--- config.mk ---
export PLATFORM = sky130hd
export DESIGN_NAME = jtag_host_flat
export DESIGN_NICKNAME = d
export VERILOG_FILES = /design/src/rtl/jtag_host_if.sv /design/src/rtl/jtag_host.sv /design/src/flat_wrapper.sv
export SDC_FILE = /design/constraint.sdc
export NUM_CORES = 1
export LEC_CHECK = 0
export BUFFER_PORTS_ARGS = -buffer_cell sky130_fd_sc_hd__clkbuf_2
export CAP_MARGIN = 40
export CORE_AREA = 2 2 126 128
export DETAILED_ROUTE_END_ITERATION = 10
export DIE_AREA = 0 0 128 130
export GPL_TIMING_DRIVEN = 0
export PLACE_DENSITY = 0.8
export SYNTH_ARGS = -nofsm -noshare
export SYNTH_HDL_FRONTEND = slang
export SYNTH_SLANG_ARGS = --single-unit
--- constraint.sdc ---
create_clock -name sysclk -period 8.2 [get_ports sysclk]
set_clock_uncertainty 0.05 [all_clocks]
set_input_delay 2.46 -clock sysclk [delete_from_list [all_inputs] [get_ports sysclk]]
set_output_delay 2.46 -clock sysclk [all_outputs]
set_load 0.005 [all_outputs]
--- src/rtl/jtag_host_if.sv ---
`default_nettype none
// ============================================================================
// jtag_host_if : command/response port of the bit-banged JTAG initiator
// Revision     : 1.0
// ============================================================================
interface jtag_host_if #(
    parameter int MAX_LEN = 64,
    parameter int LW      = $clog2(MAX_LEN) + 1
);
    logic               cmd_valid;
    logic               cmd_ready;
    logic [1:0]         cmd_op;
    logic [LW-1:0]      cmd_len;
    logic [MAX_LEN-1:0] cmd_data;
    logic               rsp_valid;
    logic [MAX_LEN-1:0] rsp_data;

    modport master (
        output cmd_valid, cmd_op, cmd_len, cmd_data,
        input  cmd_ready, rsp_valid, rsp_data
    );

    modport slave (
        input  cmd_valid, cmd_op, cmd_len, cmd_data,
        output cmd_ready, rsp_valid, rsp_data
    );
endinterface
`default_nettype wire

--- src/rtl/jtag_host.sv ---
`default_nettype none
// ============================================================================
// jtag_host : bit-banged JTAG initiator issuing TAP reset / IR / DR / idle ops
// Revision  : 1.0
// ============================================================================
module jtag_host #(
    parameter int CLK_DIV = 4,
    parameter int MAX_LEN = 64,
    parameter int LW      = $clog2(MAX_LEN) + 1
) (
    input  wire         sysclk,
    input  wire         reset,
    jtag_host_if.slave  bus,
    output logic        tck,
    output logic        tms,
    output logic        tdi,
    input  wire         tdo,
    output logic        trst
);
    localparam int DW = (CLK_DIV > 1) ? $clog2(CLK_DIV) : 1;
    localparam int IW = (MAX_LEN > 1) ? $clog2(MAX_LEN) : 1;
    localparam logic [DW-1:0] DIV_LAST = DW'(CLK_DIV - 1);
    localparam logic [LW-1:0] LEN_MAX  = LW'(MAX_LEN);

    localparam logic [2:0] S_IDLE  = 3'd0;
    localparam logic [2:0] S_TRST  = 3'd1;
    localparam logic [2:0] S_PRE   = 3'd2;
    localparam logic [2:0] S_SHIFT = 3'd3;
    localparam logic [2:0] S_POST  = 3'd4;
    localparam logic [2:0] S_DONE  = 3'd5;

    localparam logic [1:0] OP_RST  = 2'b00;
    localparam logic [1:0] OP_IR   = 2'b01;
    localparam logic [1:0] OP_IDLE = 2'b11;

    logic [2:0]         r_state;
    logic [LW-1:0]      r_idx;
    logic [1:0]         r_op;
    logic [LW-1:0]      r_len;
    logic [MAX_LEN-1:0] r_data;
    logic [DW-1:0]      r_div;
    logic               r_phase;
    logic               r_ready;
    logic               r_rsp_valid;
    logic [MAX_LEN-1:0] r_rsp_data;

    logic               w_accept;
    logic [LW-1:0]      w_len_in;
    logic [1:0]         w_op;
    logic [LW-1:0]      w_len;
    logic [MAX_LEN-1:0] w_data;
    logic               w_busy;
    logic               w_half_end;
    logic               w_period_end;
    logic [LW-1:0]      w_hdr_last;
    logic [2:0]         w_nstate;
    logic [LW-1:0]      w_nidx;
    logic               w_ntms;
    logic               w_ntdi;
    logic               w_ntrst;

    assign bus.cmd_ready = r_ready;
    assign bus.rsp_valid = r_rsp_valid;
    assign bus.rsp_data  = r_rsp_data;

    assign w_accept     = r_ready & bus.cmd_valid;
    assign w_len_in     = (bus.cmd_len > LEN_MAX) ? LEN_MAX : bus.cmd_len;
    // On the accept edge the first period is set up from the incoming command
    assign w_op         = w_accept ? bus.cmd_op   : r_op;
    assign w_len        = w_accept ? w_len_in     : r_len;
    assign w_data       = w_accept ? bus.cmd_data : r_data;
    assign w_busy       = (r_state == S_TRST) || (r_state == S_PRE) ||
                          (r_state == S_SHIFT) || (r_state == S_POST);
    assign w_half_end   = (r_div == DIV_LAST);
    assign w_period_end = w_busy & w_half_end & r_phase;
    assign w_hdr_last   = (r_op == OP_IR) ? LW'(3) : LW'(2);

    always_comb begin
        w_nstate = r_state;
        w_nidx   = r_idx + LW'(1);
        if (w_accept) begin
            w_nidx = '0;
            if (bus.cmd_op == OP_RST)      w_nstate = S_TRST;
            else if (w_len_in == '0)       w_nstate = S_DONE;
            else if (bus.cmd_op == OP_IDLE) w_nstate = S_SHIFT;
            else                           w_nstate = S_PRE;
        end else begin
            case (r_state)
                S_TRST:  if (r_idx == LW'(6)) w_nstate = S_DONE;
                S_PRE:   if (r_idx == w_hdr_last) begin
                             w_nstate = S_SHIFT;
                             w_nidx   = '0;
                         end
                S_SHIFT: if (r_idx == r_len - LW'(1)) begin
                             w_nstate = (r_op == OP_IDLE) ? S_DONE : S_POST;
                             w_nidx   = '0;
                         end
                S_POST:  if (r_idx == LW'(1)) w_nstate = S_DONE;
                default: ;
            endcase
        end
    end

    // Pin values for the period about to start
    always_comb begin
        w_ntms  = tms;
        w_ntdi  = 1'b0;
        w_ntrst = 1'b0;
        case (w_nstate)
            S_TRST: begin
                w_ntrst = (w_nidx == '0);
                w_ntms  = (w_nidx != LW'(6));
            end
            S_PRE:   w_ntms = (w_op == OP_IR) ? (w_nidx < LW'(2)) : (w_nidx == '0);
            S_SHIFT: begin
                if (w_op == OP_IDLE) begin
                    w_ntms = 1'b0;
                end else begin
                    w_ntdi = w_data[w_nidx[IW-1:0]];
                    w_ntms = (w_nidx == w_len - LW'(1));
                end
            end
            S_POST:  w_ntms = (w_nidx == '0);
            default: ;
        endcase
    end

    always_ff @(posedge sysclk or posedge reset) begin
        if (reset) begin
            r_state     <= S_IDLE;
            r_idx       <= '0;
            r_op        <= OP_RST;
            r_len       <= '0;
            r_data      <= '0;
            r_div       <= '0;
            r_phase     <= 1'b0;
            r_ready     <= 1'b0;
            r_rsp_valid <= 1'b0;
            r_rsp_data  <= '0;
            tck         <= 1'b0;
            tms         <= 1'b1;
            tdi         <= 1'b0;
            trst        <= 1'b1;
        end else begin
            r_rsp_valid <= 1'b0;
            if (r_state == S_IDLE) begin
                if (w_accept) begin
                    r_ready    <= 1'b0;
                    r_op       <= bus.cmd_op;
                    r_len      <= w_len_in;
                    r_data     <= bus.cmd_data;
                    r_rsp_data <= '0;
                end else begin
                    r_ready <= 1'b1;
                    trst    <= 1'b0;
                end
            end
            if (r_state == S_DONE) begin
                r_rsp_valid <= 1'b1;
                r_ready     <= 1'b1;
            end
            if (w_accept || w_period_end || (r_state == S_DONE)) begin
                r_state <= (r_state == S_DONE) ? S_IDLE : w_nstate;
                r_idx   <= w_nidx;
                tms     <= w_ntms;
                tdi     <= w_ntdi;
                trst    <= w_ntrst;
                tck     <= 1'b0;
                r_div   <= '0;
                r_phase <= 1'b0;
            end else if (w_busy) begin
                if (w_half_end) begin
                    r_div   <= '0;
                    r_phase <= 1'b1;
                    // The TRST hold period keeps tck low throughout
                    tck     <= !((r_state == S_TRST) && (r_idx == '0));
                    if ((r_state == S_SHIFT) && (r_op != OP_IDLE))
                        r_rsp_data[r_idx[IW-1:0]] <= tdo;
                end else begin
                    r_div <= r_div + DW'(1);
                end
            end
        end
    end
endmodule
`default_nettype wire
--- src/flat_wrapper.sv ---
// flat-port wrapper written by rule: the top's interface ports become plain ports
module jtag_host_flat 
#(
    parameter int CLK_DIV = 4,
    parameter int MAX_LEN = 64,
    parameter int LW      = $clog2(MAX_LEN) + 1
)
  (sysclk, reset, tck, tms, tdi, tdo, trst, bus_cmd_valid, bus_cmd_op, bus_cmd_len, bus_cmd_data, bus_cmd_ready, bus_rsp_valid, bus_rsp_data);
  jtag_host_if #(.MAX_LEN(MAX_LEN), .LW(LW)) bus_i ();
  input  wire sysclk;
  input  wire reset;
  output logic tck;
  output logic tms;
  output logic tdi;
  input  wire tdo;
  output logic trst;
  input wire logic [$bits(bus_i.cmd_valid)-1:0] bus_cmd_valid;
  input wire logic [$bits(bus_i.cmd_op)-1:0] bus_cmd_op;
  input wire logic [$bits(bus_i.cmd_len)-1:0] bus_cmd_len;
  input wire logic [$bits(bus_i.cmd_data)-1:0] bus_cmd_data;
  output wire logic [$bits(bus_i.cmd_ready)-1:0] bus_cmd_ready;
  output wire logic [$bits(bus_i.rsp_valid)-1:0] bus_rsp_valid;
  output wire logic [$bits(bus_i.rsp_data)-1:0] bus_rsp_data;
  assign bus_i.cmd_valid = bus_cmd_valid;
  assign bus_i.cmd_op = bus_cmd_op;
  assign bus_i.cmd_len = bus_cmd_len;
  assign bus_i.cmd_data = bus_cmd_data;
  assign bus_cmd_ready = bus_i.cmd_ready;
  assign bus_rsp_valid = bus_i.rsp_valid;
  assign bus_rsp_data = bus_i.rsp_data;
  jtag_host #(.CLK_DIV(CLK_DIV), .MAX_LEN(MAX_LEN), .LW(LW)) u_core (.sysclk(sysclk), .reset(reset), .bus(bus_i), .tck(tck), .tms(tms), .tdi(tdi), .tdo(tdo), .trst(trst));
endmodule
== Word-level counts from Yosys, hierarchy flattened ==
Cells that the tools add are included.

* $add $sub $neg: 4
* Magnitude comparators: 5
* Equal/unequal tests: 23
* Mux-type cells: 53
* Bitwise gates (word level): 3
* Reductions and logical operators: 22

{| class="wikitable"
|+ Operators by type and width
! operator !! count
|-
| 2-to-1 mux 64 bit || 7
|-
| bitwise mux 64 bit || 1
|-
| 2-to-1 mux 7 bit || 5
|-
| 2-to-1 mux 3 bit || 8
|-
| 2-to-1 mux 1 bit || 23
|-
| equality test 7 bit || 3
|-
| zero test 7 bit || 3
|-
| less-than comparator 6 x 7 -> 1 bit (second input constant) || 2
|-
| one-hot mux 7 bit (2 select lines) || 1
|-
| subtractor 7 x 1 -> 7 bit (second input constant) || 2
|-
| equality test 3 x 2 -> 1 bit (second input constant) || 4
|-
| one-hot mux 3 bit (4 select lines) || 1
|-
| equality test 3 bit (second input constant) || 3
|-
| equality test 2 bit (second input constant) || 4
|-
| 2-to-1 mux 2 bit || 4
|-
| nonzero test 2 bit || 4
|-
| adder 7 x 1 -> 7 bit (second input constant) || 1
|-
| equality test 7 x 1 -> 1 bit (second input constant) || 1
|-
| equality test 7 x 3 -> 1 bit (second input constant) || 1
|-
| > comparator 7 bit (second input constant) || 1
|-
| less-than comparator 7 x 2 -> 1 bit (second input constant) || 1
|-
| inequality test 7 x 3 -> 1 bit (second input constant) || 1
|-
| binary-select mux 1 bit (select 6 bit) || 1
|-
| demux 1 bit (select 6 bit) || 1
|-
| 14 further kinds || 27
|}

* Register bits after elaboration: 156
* Input port bits: 77
* Output and inout port bits: 70
* Word-level logic and storage cells: 124

== Longest topological paths before layout ==
* Depth after elaboration: 10
* Mapped depth: 13
* Gate-level depth less buffers: 11

== Least setup slack after synthesis ==
No wires, ideal clock.

* Path kind: input to register
* Start point: input bus_cmd_valid
* End point: register u_core.tms
* Setup time: 0.073 ns
* Arrival time: 4.370 ns
* Required time: 8.077 ns
* Setup slack: 3.707 ns
* Stages: 11
* Path buffers: 1
* Path through: and2_1 > buf_2 > mux2i_1 > ha_1 > nand3_1 > nor2_1 > xor2_1 > xnor2_1 > a311oi_1 > o2111ai_1 > a21oi_1

* Word-level cells in the longest chain between the ends: 6
* Elaborated cells on any way between the ends: 23
* Classes of those cells: add/sub: 1; order compare: 1; eq/ne: 8; mux: 7; bitwise: 1; reduce/logical: 5

{| class="wikitable"
|+ Ends and longest elaborated chain
! what !! line !! source
|-
| from (decl) || flat_wrapper.sv:17 || <nowiki>input wire logic [$bits(bus_i.cmd_valid)-1:0] bus_cmd_valid;</nowiki>
|-
| AND 1 bit * || jtag_host.sv:66 || <nowiki>assign w_accept = r_ready & bus.cmd_valid;</nowiki>
|-
| 2-to-1 mux 7 bit || n/a ||
|-
| subtractor 7 x 1 -> 7 bit || jtag_host.sv:120 || <nowiki>w_ntms = (w_nidx == w_len - LW'(1));</nowiki>
|-
| equality test 7 bit || jtag_host.sv:120 ||
|-
| 2-to-1 mux 1 bit || jtag_host.sv:116 || <nowiki>if (w_op == OP_IDLE) begin</nowiki>
|-
| one-hot mux 1 bit (4 select lines) || jtag_host.sv:109 || <nowiki>case (w_nstate)</nowiki>
|-
| to (signal assigned) || jtag_host.sv:165 || <nowiki>tms <= w_ntms;</nowiki>
|-
| to (decl) || jtag_host.sv:15 || <nowiki>output logic tms,</nowiki>
|}

Mark *: on every way between the ends. The rest lies on a longest branch, timed or not.
A chain may end at the register's enable or synchronous reset.

== Worst setup path after layout ==
* Start point: input bus_cmd_valid
* End point: register u_core.r_data[60]

* Word-level cells in the longest chain between the ends: 2

{| class="wikitable"
|+ Ends and longest elaborated chain
! what !! line !! source
|-
| AND 1 bit || jtag_host.sv:66 ||
|-
| 2-to-1 mux 64 bit || n/a ||
|-
| to (signal assigned) || jtag_host.sv:151 || <nowiki>r_data <= bus.cmd_data;</nowiki>
|-
| to (decl) || jtag_host.sv:40 || <nowiki>logic [MAX_LEN-1:0] r_data;</nowiki>
|}

No other way between the ends.

==> summary.md <==
| Metric | Value |
|---|---|
| Outcome | finished, final reports clean |
| Cell taking the most area after synthesis | dfrtp_1 |
| Final-report hold violation count | 0 |
| Worst hold path cell count | 2 |
| Final slew viol count | 0 |
| CTS H-tree lvls | 4 |
| Vias per cell | 6.34 |
| Hold Crit Class | flop to flop |
| Worst Hold Slack | 0.447 ns |
| Worst Tran Pin Value | 0.936 ns |
| Share of the synthesized area in the top cell type | 44.7% |
| Number of synthesized flops with an enable pin | 0 |
| IO buf count | 144 |
| Initial Util | 55.8% |
| Largest net degree at the start of global routing | 55 |
| Average size of a mapped cell | 9.97 um2 |
| Vias in the first global route | 7,770 |
| Clock edge transition at the registers on the reported setup and hold paths | 0.07 ns |
| Final nets | 1,118 |
| Seq/Total Area, Yosys | 45.3% |
| Core Rows | 46 |
| Cts bufs inserted | 17 |
| Cell Area, Synth | 8610 um2 |
| Hold buffer count at cts | 0 |
| Syn-to-layout area delta | 19.7% |
| Maxcap violations | 0 |
| Diodes inserted | 0 |
| Worst VDD drop | 0.261 mV |
| YS warnings | 0 |
| Total power | 3.44 mW |
| Minimum clock period | 5.04 ns |
| CP Launch Type | input port |
| Critical path, cell by cell | clkbuf_2 > and2_1 > buf_2 > clkbuf_1 > nand2_1 > clkbuf_1 > clkbuf_1 > mux2_2 |
| Post-CTS setup buffer count | 0 |
| Mapped Cells | 864 |
| Critical path arrival | 5.31 ns |
| First-pass iteration count of the detailed router | 5 |
| Pwr dens | 333 nW/um2 |
| Slowest cell on the critical path | clkbuf_1 |
| Worst reg2reg path depth | 13 |
| FFs w/ async S/R, synth | 100% |
| Initial antenna violation count | 0 |
| Mapped Nets | 948 |
| Via count | 7,855 |
| Global route total overflow | 0 |
| Post_cts resized | 0 |
| Crit path required time | 8.47 ns |
| Clock latency at the later pin of the worst-skew pair | 0.44 ns |
| Drt wl/cell | 20.8 um |
| Synth area leaders | dfrtp_1, mux2_2, o211ai_1 |
| Worst-path maximum fanout | 10 |
| Post-layout util | 66.8% |
| Routed WL | 25.8 mm |
| Final Cell Area | 10,300 um2 |
| Static leakage | 4.89 nW |
| Ports | 147 |
| WS Path Type | input port to flop |
| Die area | 16,600 um2 |
| Cell mode on critical path | clkbuf_1 |
| Endpoint class of the critical path | flop |
| Layout filler cell count | 1,220 |
| Cell Area, Placed | 9670 um2 |
| Die width | 128 um |
| Root Driver | clkbuf_16 |
| Synth unique cells | 82 |
| Residual DRC count | 0 |
| # clock sinks | 156 |
| Max Clock Freq | 198 MHz |
| Core box area | 15,400 um2 |
| Ys flop type | dfrtp_1 |
| Final setup fails | 0 |
| Die height | 130 um |
| Total GRT Usage | 31.6% |
| CP peak stage delay | 0.67 ns |
| Clock Path Buffers | 2 |
| Seq. cell area | 3910 um2 |
| Antenna Nets Post-Route | 0 |
| Yosys reg bits | 156 |
| Area of the multi-input gates | 4370 um2 |
| Dpl hpwl | 18.1 mm |
| RePlAce Congestion | 0.966 |
| RSZ-0062 raised after global routing | false |
| CTS tree | done |
| First-pass GRT wire length | 40.6 mm |
| Period utilisation layout | 61.5% |
| Number of DRC markers in iteration 0 | 748 |
| Slew headroom | 37.1% |
| Layout cell share with drive strength beyond 1 | 28.6% |
## critical path: cells and delay by family
| family | cells | cell delay (ns) |
|---|---|---|
| buffers and inverters | 5 | 1.86 |
| and+or+nand+nor | 2 | 0.55 |
| muxes | 1 | 0.42 |
## state kept, by name, summed over array words and instances (netlist names), 2 cells and up
signal,count
u_core.r_state,3
u_core.r_op,2
u_core.bus.rsp_data,64
u_core.r_data,64
u_core.r_len,7
u_core.r_idx,7
u_core.r_div,2
## layout make-up
| type | instances | area share (%) |
|---|---|---|
| Multi-Input combinational cell | 633 | 42.4 |
| Sequential cell | 156 | 37.9 |
| Timing Repair Buffer | 151 | 7.82 |
| Clock buffer | 18 | 4.26 |
| Buffer | 62 | 2.77 |
| Tap cell | 192 | 2.33 |
| Clock inverter | 13 | 1.97 |
| Inverter | 13 | 0.522 |
## cells in the mapped netlist, types with 5 or more instances
cell / number
nand4_1: 5
mux2i_1: 19
nand2_1: 118
a21oi_1: 16
and2_1: 5
or3_1: 6
nand3_1: 82
clkbuf_1: 35
nand2b_1: 5
buf_1: 10
a211oi_1: 9
nor3_1: 12
o21ai_0: 23
ha_1: 7
inv_1: 13
nor2_1: 49
dfrtp_1: 154
mux4_2: 5
xor2_1: 13
buf_4: 5
xnor2_1: 13
o211ai_1: 67
a31oi_1: 13
mux2_2: 75
buf_2: 8
## report_power, final
group | internal, mW | total, mW | switching (mW)
sequential | 0.987 | 1.13 | 0.140
combinational | 0.617 | 1.43 | 0.816
clock | 0.526 | 0.876 | 0.351
total | 2.13 | 3.44 | 1.31
## through the flow
step | TNS, ns | setup slack (ns) | cells
floorplan | 0 | 1.49 | 864
global placement | -31.91 | -0.219 | 1200
detailed placement | 0 | 2.81 | 1207
CTS | 0 | 3.26 | 1238
global route | 0 | 3.12 | 1238
finish | 0 | 3.16 | 1238
## worst paths after layout
path | start | end | slack [ns]
worst min-delay path | u_core.trst | u_core.trst | 0.45
max in group asynchronous | reset | u_core.tms | 5.43
worst max register to register | u_core.r_len[1] | u_core.tdi | 4.66
worst min register to register | u_core.trst | u_core.trst | 0.45
min in group asynchronous | reset | u_core.r_len[5] | 2.01
worst max-delay path | bus_cmd_valid | u_core.r_data[60] | 3.16
## routing by layer
layer  wire, um  global-route usage [%]  vias to the layer above
met2      12300                    51.5                      491
met5          0                       0                        -
li1           -                       -                     3516
met1      10200                    40.3                     3752
met3       2240                    7.13                       96
met4       1070                    15.0                        0
## cells by family after synthesis
logic type	count (synthesis)	share of synthesized area, %
fa+ha+maj	7	1.02
buf+inv	75	3.88
xor+xnor	27	2.90
flops	156	45.3
simple gates	315	17.4
compound gates	185	16.1
mux	99	13.3
## placed cells by master (no fill, tap or decap), drive strengths merged, types with 7 or more instances in the layout
master,synthesis,layout
xnor2,13,13
mux2,75,75
o21ai,24,24
nand2,119,119
a211oi,9,9
nor2,50,50
dfrtp,154,154
a31oi,13,13
clkbuf,37,199
nand3,82,82
o211ai,67,67
nor3,13,13
mux2i,19,19
a21oi,18,18
or3,7,7
ha,7,7
inv,13,20
buf,25,32
xor2,13,13
Note: power is estimated with default switching activity, not from simulation.
